[config.mk]
export PLATFORM = sky130hd
export DESIGN_NAME = online_mult_sequencer
export DESIGN_NICKNAME = d
export VERILOG_FILES = /design/src/rtl/online_mult_sequencer.sv
export SDC_FILE = /design/constraint.sdc
export NUM_CORES = 1
export LEC_CHECK = 0
export CAP_MARGIN = 10
export CORE_ASPECT_RATIO = 1.5
export CORE_MARGIN = 4
export CORE_UTILIZATION = 25
export DETAILED_ROUTE_END_ITERATION = 10
export GPL_ROUTABILITY_DRIVEN = 0
export PLACE_DENSITY = 0.56
export RECOVER_POWER = 100
export SLEW_MARGIN = 10
export SYNTH_ARGS = -nofsm -noshare
export SYNTH_HDL_FRONTEND = slang
export SYNTH_SLANG_ARGS = --single-unit
[constraint.sdc]
create_clock -name clk -period 4.05 [get_ports clk]
set_input_delay 0.6075 -clock clk [delete_from_list [all_inputs] [get_ports clk]]
set_output_delay 0.6075 -clock clk [all_outputs]
set_load 0.02 [all_outputs]
[src/rtl/online_mult_sequencer.sv]
// Sequencer for the digit-serial online multiplier: master count, operand digit
// fetch with stall, zero-fill flush and CA_RAM address arbitration.
module online_mult_sequencer #(
    parameter int N_DIGITS = 32,
    parameter int DELTA    = 3
) (
    input  logic       clk,
    input  logic       rst,
    input  logic       start,
    output logic       busy,
    output logic       done,
    output logic [8:0] cnt_master,
    output logic       write_enable,
    output logic       digit_req,
    input  logic       digit_valid,
    output logic       zero_fill,
    output logic       out_digit_valid,
    input  logic [6:0] cc_addr,
    input  logic       rd_req,
    input  logic [6:0] rd_addr,
    output logic       rd_grant,
    output logic       rd_data_valid,
    output logic [6:0] ram_addr
);

    localparam logic [8:0] CNT_END = 9'(4 * (N_DIGITS + DELTA) - 1);
    localparam logic [6:0] N_W     = 7'(N_DIGITS);
    localparam logic [6:0] D_W     = 7'(DELTA);

    typedef enum logic [2:0] {
        S_IDLE,
        S_RUN,
        S_STALL,
        S_FLUSH,
        S_DONE
    } state_t;

    state_t     state_q, state_d;
    logic [8:0] cnt_q, cnt_d;
    logic [6:0] issued_q, issued_d;
    logic       busy_q, busy_d;
    logic       we_q, we_d;
    logic       done_q, done_d;
    logic       req_q, req_d;
    logic       zf_q, zf_d;
    logic       odv_q, odv_d;
    logic       rdv_q, rdv_d;

    always_comb begin
        state_d  = state_q;
        cnt_d    = cnt_q;
        issued_d = issued_q;
        case (state_q)
            S_IDLE: begin
                cnt_d    = 9'd0;
                issued_d = 7'd0;
                if (start) state_d = S_RUN;
            end
            S_RUN: begin
                // A missed digit leaves the count on the request slot; the slot
                // completes when the digit finally arrives in STALL.
                if (req_q) begin
                    if (digit_valid) begin
                        issued_d = issued_q + 7'd1;
                        cnt_d    = cnt_q + 9'd1;
                    end else begin
                        state_d = S_STALL;
                    end
                end else begin
                    cnt_d = cnt_q + 9'd1;
                    if (issued_q == N_W && cnt_q[1:0] == 2'b11) state_d = S_FLUSH;
                end
            end
            S_STALL: begin
                if (digit_valid) begin
                    issued_d = issued_q + 7'd1;
                    cnt_d    = cnt_q + 9'd1;
                    state_d  = S_RUN;
                end
            end
            S_FLUSH: begin
                if (cnt_q == CNT_END) state_d = S_DONE;
                else                  cnt_d   = cnt_q + 9'd1;
            end
            S_DONE: begin
                cnt_d    = 9'd0;
                issued_d = 7'd0;
                state_d  = S_IDLE;
            end
            default: state_d = S_IDLE;
        endcase
    end

    // Outputs are registered, so they are derived from the next-state values.
    always_comb begin
        busy_d = (state_d != S_IDLE);
        we_d   = (state_d == S_RUN) || (state_d == S_FLUSH);
        done_d = (state_d == S_DONE);
        zf_d   = (state_d == S_FLUSH);
        req_d  = (state_d == S_STALL) ||
                 ((state_d == S_RUN) && (cnt_d[1:0] == 2'b00) && (issued_d < N_W));
        odv_d  = we_d && (cnt_d[1:0] == 2'b11) && (cnt_d[8:2] >= D_W);
        rdv_d  = rd_grant;
    end

    always_ff @(posedge clk) begin
        if (rst) begin
            state_q  <= S_IDLE;
            cnt_q    <= 9'd0;
            issued_q <= 7'd0;
            busy_q   <= 1'b0;
            we_q     <= 1'b0;
            done_q   <= 1'b0;
            req_q    <= 1'b0;
            zf_q     <= 1'b0;
            odv_q    <= 1'b0;
            rdv_q    <= 1'b0;
        end else begin
            state_q  <= state_d;
            cnt_q    <= cnt_d;
            issued_q <= issued_d;
            busy_q   <= busy_d;
            we_q     <= we_d;
            done_q   <= done_d;
            req_q    <= req_d;
            zf_q     <= zf_d;
            odv_q    <= odv_d;
            rdv_q    <= rdv_d;
        end
    end

    assign busy            = busy_q;
    assign done            = done_q;
    assign cnt_master      = cnt_q;
    assign write_enable    = we_q;
    assign digit_req       = req_q;
    assign zero_fill       = zf_q;
    assign out_digit_valid = odv_q;
    assign rd_data_valid   = rdv_q;

    // Host owns the RAM port only while idle.
    assign rd_grant = rd_req & ~busy_q;
    assign ram_addr = busy_q ? cc_addr : rd_addr;

endmodule

==> results by group, run 1 <==
Clock tree
  • Clock sinks: 26
  • Skew-Pair Late Insertion Delay: 0.28 ns
  • Hold Buf Count CTS: 0
  • Htree depth: 1
  • CTS tree: done
  • Cts bufs inserted: 3
  • Bufs on Longest Clock Path: 2
  • CTS root buf: clkbuf_8
  • Post-CTS Resized: 0
  • Clk slew on worst S/H paths: 0.10 ns
  • Setup repair bufs after CTS: 0

Placed design
  • Post-Place Worst Slack: ~1.3 ns
  • Final HPWL DP: between 3000 and 4000 um
  • Port buffer count: 42
  • Placed instance count: 309
  • Placed Instance Area: 0.00214 mm2

Floorplanning
  • Initial core utilization: around a quarter
  • Core Box Area: 0.00653 mm2
  • Rows: 36
  • Width of the die: 75.0 um
  • Die Height: 109 um
  • Io pins: 43
  • Die area: 0.00814 mm2

Finish
  • # diodes: 0
  • Nets: 260
  • Layout cells sized above 1: about a tenth
  • Fin area: around 0.0022 mm2
  • FILL cells: 698
  • Final Core Density: 33.3%
  • Final Non-Filler Cells: 313
  • Layout area overhead: 29.0%

Global routing
  • Initial antenna violation count: 0
  • Grt total ovfl: 0
  • Largest net degree at the start of global routing: 20
  • Total GRT Usage: between 10% and 20%
  • First-pass GRT wire length: 7860 um
  • Number of global-route vias before repair: approximately 1600

Logic synthesis
  • Main synth FF type: dfxtp_1
  • Cells after Synth: 202
  • Sequential share of the synthesized area: 30.9%
  • Yosys warning total: 0
  • Yosys top cell by area: dfxtp_1
  • Synth Register Bits: 26
  • Top cell type's share of synthesized area: between 30% and 40%
  • Async set-reset flop share out of synthesis: 0%
  • Top post-synthesis cells by area: dfxtp_1 (31%), nor2_1 (5.8%), mux2_2 (4.7%), nand2_1 (4.2%), a21oi_1 (3.6%)
  • Netlist Area Pre-Place: roughly 0.0017 mm2
  • Unique masters post-synth: 65
  • Syn Area/Cell: roughly 8.3 um2
  • Syn Nets: 224
  • Number of flops mapped to enable cells by yosys: 0

Drt
  • Vias/cell: roughly 5.2
  • DRC violations left: 0
  • Final WL: between 4000 and 5000 um
  • Vias: 1643
  • Initial DRC Count: 153
  • Pre-Repair DR Iteration Count: 4
  • Antenna viol nets, final: 0
  • Routed wire per std cell: 15.6 um

Min path
  • Hold Crit Endpoint: issued_q[3]$_SDFFE_PP0P_
  • Hold Path Class: reg2reg
  • WHS Path Cells: 2
  • Hold_sp: issued_q[3]$_SDFFE_PP0P_

Power
  • Leakage power: roughly 0.8 nW
  • Power per cell area: 364 mW/mm2
  • Tot Pwr: 0.791 mW
  • Peak VDD IR: 0.207 mV

STA
  • Min cycle time layout: 2.75 ns
  • Setup slack after layout: 1.30 ns
  • Fmax achieved: 364 MHz
  • Final setup violation count: 0
  • Max Slew Vio Count: 0
  • Slew @ Worst Pin: 0.889 ns
  • Hold Worst Slack: 0.570 ns
  • Worst-case clock skew: between 0.004 and 0.005 ns
  • Setup TNS: 0 ns
  • Hold Vio Cnt, Final: 0
  • Slew margin rel.: approximately two fifths
  • Period utilization: 67.9%
  • RSZ-0062 raised after global routing: false

Worst setup path
  • Crit-path max FO: 9
  • Crit Path Class: in2reg
  • CP endpoint kind: register
  • Arrival @ worst endpoint: between 2 and 3 ns
  • R2r worst-path depth: 7
  • FF-to-FF End: out_digit_valid$_SDFF_PP0_
  • Critical path required time: roughly 4.2 ns
  • Worst R2R Start: cnt_master[0]$_SDFF_PP0_
  • Startpoint class of the critical path: input pin
  • FF-to-FF setup slack: 1.38 ns

Run
  • Max-cap check violation count: 0

Run status
  • Status: completed
==> cells by family (layout without fill, tap and decap cells) <==
| group | Yosys count | count (layout) | synth area share, % |
|---|---|---|---|
| muxes | 7 | 7 | 4.68 |
| AOI/OAI and AO/OA | 57 | 57 | 26.2 |
| and+or+nand+nor | 86 | 86 | 27.5 |
| DFF | 26 | 26 | 30.9 |
| adders and majority gates | 3 | 3 | 2.23 |
| buffers and inverters | 16 | 51 | 4.83 |
| xor gates and xnor gates | 7 | 7 | 3.64 |
==> cells in the mapped netlist, types with 4 or more instances <==
master,instances
dfxtp_1,26
nor2_1,26
nand2_1,19
a21oi_1,12
mux2_2,7
nor3_1,7
inv_1,5
a211oi_1,4
buf_2,4
clkbuf_1,4
nand2b_1,4
nor2b_1,4
o21ai_0,4
o22ai_1,4
xnor2_1,4
==> cell usage in the layout (no fill, tap or decap), types with 5 or more instances in the layout <==
cell and count:
inv_1 5, clkdlybuf4s50_1 16, nor3_1 8, mux2_2 7, dlygate4sd3_1 26, nand2_1 19
dfxtp_1 26, nor2_1 26, a21oi_1 12
==> power by group <==
group,internal [mW],switching [mW],leakage [nW],total (mW)
sequential,0.273,0.0339,0.211,0.307
combinational,0.117,0.144,0.550,0.261
clock,0.132,0.0904,0.0357,0.223
==> sequential cells by signal, indices dropped and copies added (netlist names) <==
signal,cells
rd_data_valid,1
zero_fill,1
cnt_master,9
issued_q,7
done,1
digit_req,1
out_digit_valid,1
state_q,3
write_enable,1
busy,1
==> layer usage <==
layer / up-vias / global-route usage, % / routed length (um) / part of all wire [%]
li1: 815 / - / - / -
met1: 786 / 14.1 / 1920 / 39
met2: 30 / 21.8 / 2660 / 55
met3: 12 / 1.49 / 116 / 2.4
met4: 0 / 6.23 / 177 / 3.6
met5: - / 0 / 0 / 0
==> cell type report <==
| type | count | area [um2] | area share, % |
|---|---|---|---|
| Clock buffer | 3 | 41.3 | 1.90 |
| Clock inverter | 1 | 30.0 | 1.38 |
| Inverter | 5 | 18.8 | 0.864 |
| Multi-Input combinational cell | 160 | 1050 | 48.2 |
| Sequential cell | 26 | 520 | 24.0 |
| Tap cell | 76 | 95.1 | 4.38 |
| Timing Repair Buffer | 42 | 420 | 19.4 |
==> how the worst max path moves through the flow <==
stage,start,to,cells past startpoint
after floorplan,cnt_master[0]$_SDFF_PP0_,digit_req$_SDFF_PP0_,8
after CTS,cnt_master[0]$_SDFF_PP0_,digit_req$_SDFF_PP0_,7
final,digit_valid,digit_req$_SDFF_PP0_,7
after global placement,digit_valid,digit_req$_SDFF_PP0_,7
after global routing,digit_valid,digit_req$_SDFF_PP0_,7
after detailed placement,digit_valid,digit_req$_SDFF_PP0_,7
==> worst max-delay path, cell delays in order <==
cell	delay, ns
dlygate4sd3_1	0.74
nand4_1	0.16
a2111oi_0	0.78
nor3_1	0.09
a311oi_1	0.30
a211o_1	0.15
a21oi_2	0.05
(Power assumes the default switching activity.)
==> run 2, diff against run 1 <==
Clock period 4.05 ns to 2.84 ns, I/O delays scaled along.
==> run 2 against run 1 <==
Total power is 42% higher. Cell area is 2.2% higher. Core utilization is 0.73 points higher. Sequential power is 41% higher. Wire length is 4.2% lower. Critical path type is now reg2reg. Critical endpoint is now out_digit_valid$_SDFF_PP0_. Largest cell class unchanged.
==> results by group, run 2 (same netlist as run 1, synthesis figures left out) <==
STA
  • Fmax achieved: 386 MHz
  • Period utilization: about 90%
  • Slew @ Worst Pin: 0.590 ns (-0.299 ns)
  • Slew margin rel.: 60.6% (+21 points)
  • RSZ-0062 raised after global routing: false
  • Min cycle time layout: between 2 and 3 ns
  • Setup TNS: 0 ns (unchanged)
  • Hold Vio Cnt, Final: 0 (unchanged)
  • Final setup violation count: 0 (unchanged)
  • Worst-case clock skew: 0.00545 ns (+0.00119 ns)
  • Setup slack after layout: 0.251 ns (-1.05 ns)
  • Max Slew Vio Count: 0 (unchanged)

Drt
  • Pre-Repair DR Iteration Count: 4 (unchanged)
  • Vias/cell: 5.11 (-2.6%)
  • DRC violations left: 0 (unchanged)
  • Initial DRC Count: 191 (+25%)
  • Antenna viol nets, final: 0 (unchanged)
  • Routed wire per std cell: 14.8 um (-5.2%)
  • Final WL: 4670 um (-4.2%)
  • Vias: 1616 (-1.6%)

Power
  • Internal power: 0.750 mW (+44%)
  • Clock share of power: 27.8% (-0.4 points)
  • Peak VDD IR: 0.205 mV (-0.92%)
  • Leakage power: 0.836 nW (+4.9%)
  • Psw: 0.370 mW (+38%)
  • Combinational Power Share: 33.5% (+0.5 points)
  • Tot Pwr: 1.12 mW (+42%)
  • Sequential share of power: 38.7% (about the same)
  • Power per cell area: 505 mW/mm2 (+39%)
  • Switch share: 33.0% (-0.87 points)

Finish
  • Layout area overhead: 31.8%
  • Most frequent cells in the layout: nor2_1 (26), dfxtp_1 (26), dlygate4sd3_1 (26)
  • Max FFs per register: 9 (unchanged)
  • Nets: 263 (+1.2%)
  • # diodes: 0 (unchanged)
  • Final Core Density: 34.0% (+0.73 points)
  • Layout cells sized above 1: 12.5% (+2.0 points)

Floorplanning
  • Core Box Area: 0.00653 mm2 (unchanged)
  • Initial core utilization: 25.8% (unchanged)
  • Width of the die: 75.0 um (unchanged)
  • Die Height: 109 um (unchanged)
  • Io pins: 43 (unchanged)
  • Die area: 0.00814 mm2 (unchanged)
  • Rows: 36 (unchanged)

Worst setup path
  • Crit-path max FO: 10 (+1)
  • Arrival @ worst endpoint: 2.79 ns (-0.10 ns)
  • Critical path required time: 3.04 ns (-1.15 ns)
  • Crit Path Class: reg2reg
  • CP endpoint kind: register
  • Startpoint class of the critical path: register
  • R2r worst-path depth: 7 (unchanged)

Global routing
  • Gr busiest metal: met2
  • Grt total ovfl: 0 (unchanged)
  • Largest net degree at the start of global routing: 16 (-20%)
  • First-pass GRT wire length: 7490 um (-4.7%)
  • Initial antenna violation count: 0 (unchanged)
  • GRT met3 Usage: 1.58% (+0.093 points)
  • Number of global-route vias before repair: 1560 (-2.9%)
  • Met1 usage: 13.2% (-0.90 points)
  • Total GRT Usage: 11.7% (-0.61 points)
  • Met2 Usage GRT: 21.7% (-0.12 points)

Clock tree
  • Hold Buf Count CTS: 0 (unchanged)
  • Clk slew on worst S/H paths: 0.10 ns (about the same)
  • Clock sinks: 26 (unchanged)
  • CTS tree: done
  • Cts bufs inserted: 3 (unchanged)
  • Skew-Pair Late Insertion Delay: 0.27 ns (about the same)
  • Setup repair bufs after CTS: 0 (unchanged)
  • Htree depth: 1 (unchanged)
  • Post-CTS Resized: 0 (unchanged)
  • CTS root buf: clkbuf_8
  • Bufs on Longest Clock Path: 2 (unchanged)

Placed design
  • Port buffer count: 42 (unchanged)
  • Final HPWL DP: 3720 um (-2.3%)
  • Post-Place Worst Slack: 0.314 ns (-0.995 ns)

Run status
  • Status: completed

Min path
  • Hold Path Class: reg2reg
  • WHS Path Cells: 2 (unchanged)

Run
  • Max-cap check violation count: 0 (unchanged)
[run 2: changes by cell type in the layout (fill, tap and decap cells not counted), sizes merged]
cell	change
clkbuf	+1
buf	+2
[run 2: worst paths after layout]
check	start	end	slack [ns]
min	issued_q[3]$_SDFFE_PP0P_	issued_q[3]$_SDFFE_PP0P_	0.58
min reg2reg	issued_q[3]$_SDFFE_PP0P_	issued_q[3]$_SDFFE_PP0P_	0.58
max	cnt_master[0]$_SDFF_PP0_	out_digit_valid$_SDFF_PP0_	0.25
max reg2reg	cnt_master[0]$_SDFF_PP0_	out_digit_valid$_SDFF_PP0_	0.25
[run 2: power groups by stage]
stage | Sequential, mW | Clock [mW] | Combinational, mW
after floorplan | 0.444 | 0 | 0.256
after global placement | 0.445 | 0 | 0.393
after detailed placement | 0.443 | 0 | 0.393
after CTS | 0.435 | 0.320 | 0.395
after global routing | 0.441 | 0.331 | 0.414
final | 0.434 | 0.311 | 0.375
[run 2: layout make-up]
cell class / count / area (um2)
clock inverters: 1 / 30.0
inverters: 5 / 18.8
multi-input cells: 160 / 1070
flip-flops and latches: 26 / 520
repair buffers: 45 / 439
clock buffers: 3 / 41.3
well taps: 76 / 95.1
fillers: 680 / 4310
[run 2: worst max-delay path: stages (launching register included)]
cell	delay, ns
dfxtp_1	0.50
ha_1	0.38
nand4bb_1	0.15
or4_1	0.57
o21ai_0	0.46
and3_1	0.22
o21ai_1	0.07
a31oi_1	0.17
[run 2: metrics by stage]
step,instances,hold slack [ns],area (um2)
after floorplan,202,0.501,1680
after global placement,312,0.552,2160
after detailed placement,312,0.553,2160
after CTS,316,0.582,2230
after global routing,316,0.619,2220
final,316,0.577,2220
[run 2: routing by layer]
metal | vias up | part of all wire (%)
met5 | - | 0
met4 | 0 | 1.9
met3 | 6 | 3.4
met2 | 39 | 56
met1 | 752 | 38
li1 | 819 | -
==> run 3, diff against run 2 <==
Settings changed: REMOVE_ABC_BUFFERS set to 1.
==> run 3 against run 2 <==
First-iteration DRC count down 40%. Maximum frequency up 6.1%. Worst hold slack better by 0.0031 ns. Combinational power up 4%. Critical path depth up 1. Clock skew about the same. Wire length up 4.4%. Die area unchanged. Clock power up 3%.
==> results by group, run 3 (same netlist as run 1, synthesis figures left out) <==
Global routing
  • Initial antenna violation count: 0 (unchanged)
  • Total GRT Usage: 12.2% (+0.46 points)
  • Grt total ovfl: 0 (unchanged)
  • First-pass GRT wire length: 7730 um (+3.3%)
  • Number of global-route vias before repair: 1553 (-0.45%)
  • Largest net degree at the start of global routing: 16 (unchanged)

Clock tree
  • Hold Buf Count CTS: 0 (unchanged)
  • Bufs on Longest Clock Path: 2 (unchanged)
  • Cts bufs inserted: 3 (unchanged)
  • Setup repair bufs after CTS: 0 (unchanged)
  • CTS tree: done
  • CTS root buf: clkbuf_8
  • Clock sinks: 26 (unchanged)
  • Clk slew on worst S/H paths: 0.10 ns (about the same)
  • Htree depth: 1 (unchanged)
  • Post-CTS Resized: 0 (unchanged)
  • Skew-Pair Late Insertion Delay: 0.28 ns (about the same)

Finish
  • # diodes: 0 (unchanged)
  • Max FFs per register: 9 (unchanged)
  • FILL cells: 685 (+0.74%)
  • Layout cells sized above 1: 12.9% (+0.36 points)
  • Fin area: 0.00222 mm2 (+0.11%)
  • Most frequent cells in the layout: nor2_1 (26), dfxtp_1 (26), dlygate4sd3_1 (26)
  • Layout area overhead: 31.9%
  • Nets: 264 (+0.38%)

Floorplanning
  • Die Height: 109 um (unchanged)
  • Die area: 0.00814 mm2 (unchanged)
  • Io pins: 43 (unchanged)
  • Core Box Area: 0.00653 mm2 (unchanged)
  • Width of the die: 75.0 um (unchanged)
  • Initial core utilization: 25.8% (unchanged)
  • Rows: 36 (unchanged)

Worst setup path
  • Critical path required time: 3.01 ns (-0.03 ns)
  • Crit path largest cell delay: 0.50 ns (-0.07 ns)
  • Crit Path Class: reg2reg
  • CP endpoint kind: register
  • FF-to-FF End: out_digit_valid$_SDFF_PP0_
  • Arrival @ worst endpoint: 2.61 ns (-0.18 ns)
  • R2r worst-path depth: 8 (+1)
  • Crit path max-delay cell type: or4_4
  • FF-to-FF setup slack: 0.40 ns (+0.15 ns)
  • Crit-path max FO: 7 (-3)
  • Crit-path cells: ha_1 -> clkbuf_1 -> nand4bb_1 -> or4_4 -> o211ai_4 -> o21ai_2 -> a211oi_2 -> a31oi_1
  • Worst R2R Start: cnt_master[1]$_SDFF_PP0_
  • Startpoint class of the critical path: register

Placed design
  • Final HPWL DP: 3760 um (+0.88%)
  • Post-Place Worst Slack: 0.282 ns (-0.0321 ns)
  • Placed Instance Area: 0.00217 mm2 (+0.35%)
  • Port buffer count: 42 (unchanged)

Drt
  • Final WL: 4870 um (+4.4%)
  • Routed wire per std cell: 15.4 um (+4.1%)
  • Vias/cell: 5.32 (+4.0%)
  • Initial DRC Count: 114 (-40%)
  • Vias: 1686 (+4.3%)
  • Pre-Repair DR Iteration Count: 4 (unchanged)
  • Antenna viol nets, final: 0 (unchanged)
  • DRC violations left: 0 (unchanged)

STA
  • Max Slew Vio Count: 0 (unchanged)
  • Min cycle time layout: 2.44 ns (-0.148 ns)
  • Slew @ Worst Pin: 0.615 ns (+0.0248 ns)
  • Final setup violation count: 0 (unchanged)
  • Slew margin rel.: 59.0% (-1.7 points)
  • RSZ-0062 raised after global routing: false
  • Period utilization: 86.0% (-5.2 points)
  • Fmax achieved: 410 MHz (+6.1%)
  • Setup slack after layout: 0.399 ns (+0.148 ns)
  • Hold Vio Cnt, Final: 0 (unchanged)
  • Setup TNS: 0 ns (unchanged)
  • Worst-case clock skew: 0.00547 ns (+0.0000123 ns)

Power
  • Power per cell area: 513 mW/mm2 (+1.7%)
  • Tot Pwr: 1.14 mW (+1.8%)
  • Peak VDD IR: 0.242 mV (+18%)
  • Leakage power: 0.841 nW (+0.59%)

Min path
  • Hold_sp: issued_q[4]$_SDFFE_PP0P_
  • Hold Crit Endpoint: issued_q[4]$_SDFFE_PP0P_
  • Hold Path Class: reg2reg
  • WHS Path Cells: 2 (unchanged)

Run
  • Max-cap check violation count: 0 (unchanged)

Run status
  • Status: completed
-- run 3: changes by cell type in the layout (fill, tap and decap cells not counted), sizes merged --
cell,before,now
buf,2,3
-- run 3: layout make-up --
cell class,instances,area (um2),share of cell area (%)
flip-flops and latches,26,520,23.4
inverters,5,18.8,0.845
clock buffers,3,41.3,1.86
multi-input cells,160,1070,48.1
clock inverters,1,30.0,1.35
repair buffers,46,447,20.1
well taps,76,95.1,4.28
-- run 3: worst max path at each step --
stage                             startpoint  cells past startpoint                    endpoint  slack, ns
finish              cnt_master[1]$_SDFF_PP0_                      8  out_digit_valid$_SDFF_PP0_       0.40
global route        cnt_master[1]$_SDFF_PP0_                      8  out_digit_valid$_SDFF_PP0_       0.19
global placement                 digit_valid                      7        digit_req$_SDFF_PP0_       0.32
CTS                 cnt_master[1]$_SDFF_PP0_                      8  out_digit_valid$_SDFF_PP0_       0.53
detailed placement               digit_valid                      7        digit_req$_SDFF_PP0_       0.28
floorplan           cnt_master[0]$_SDFF_PP0_                      7        digit_req$_SDFF_PP0_       0.66
-- run 3: where the power goes --
group / leakage, nW / total (mW) / internal (mW) / switching, mW
clock network: 0.0357 / 0.320 / 0.189 / 0.131
registers: 0.211 / 0.430 / 0.389 / 0.0408
logic: 0.594 / 0.391 / 0.177 / 0.214
total: 0.841 / 1.14 / 0.755 / 0.386
-- run 3: metrics by stage --
step	hold slack [ns]	util (%)	cells
3_5_place_dp	0.567	33.2	313
5_1_grt	0.629	34.0	317
2_1_floorplan	0.488	-	191
4_1_cts	0.588	34.3	317
3_3_place_gp	0.561	33.2	313
6_report	0.580	34.0	317
-- run 3: metal layers --
metal	share of wire (%)	GRT usage, %	up-vias
li1	-	-	824
met1	40	14.5	797
met2	52	21.1	55
met3	5.0	1.86	10
met4	2.5	5.22	0
met5	0	0	-
-- run 3: worst max-delay path: cells and delay by family (launching register included) --
kind	cells	cell delay, ns
AO/OA/AOI/OAI	4	0.66
adder cells (fa/ha/maj)	1	0.29
buffers and inverters	1	0.31
flip-flops	1	0.44
AND/OR/NAND/NOR	2	0.64
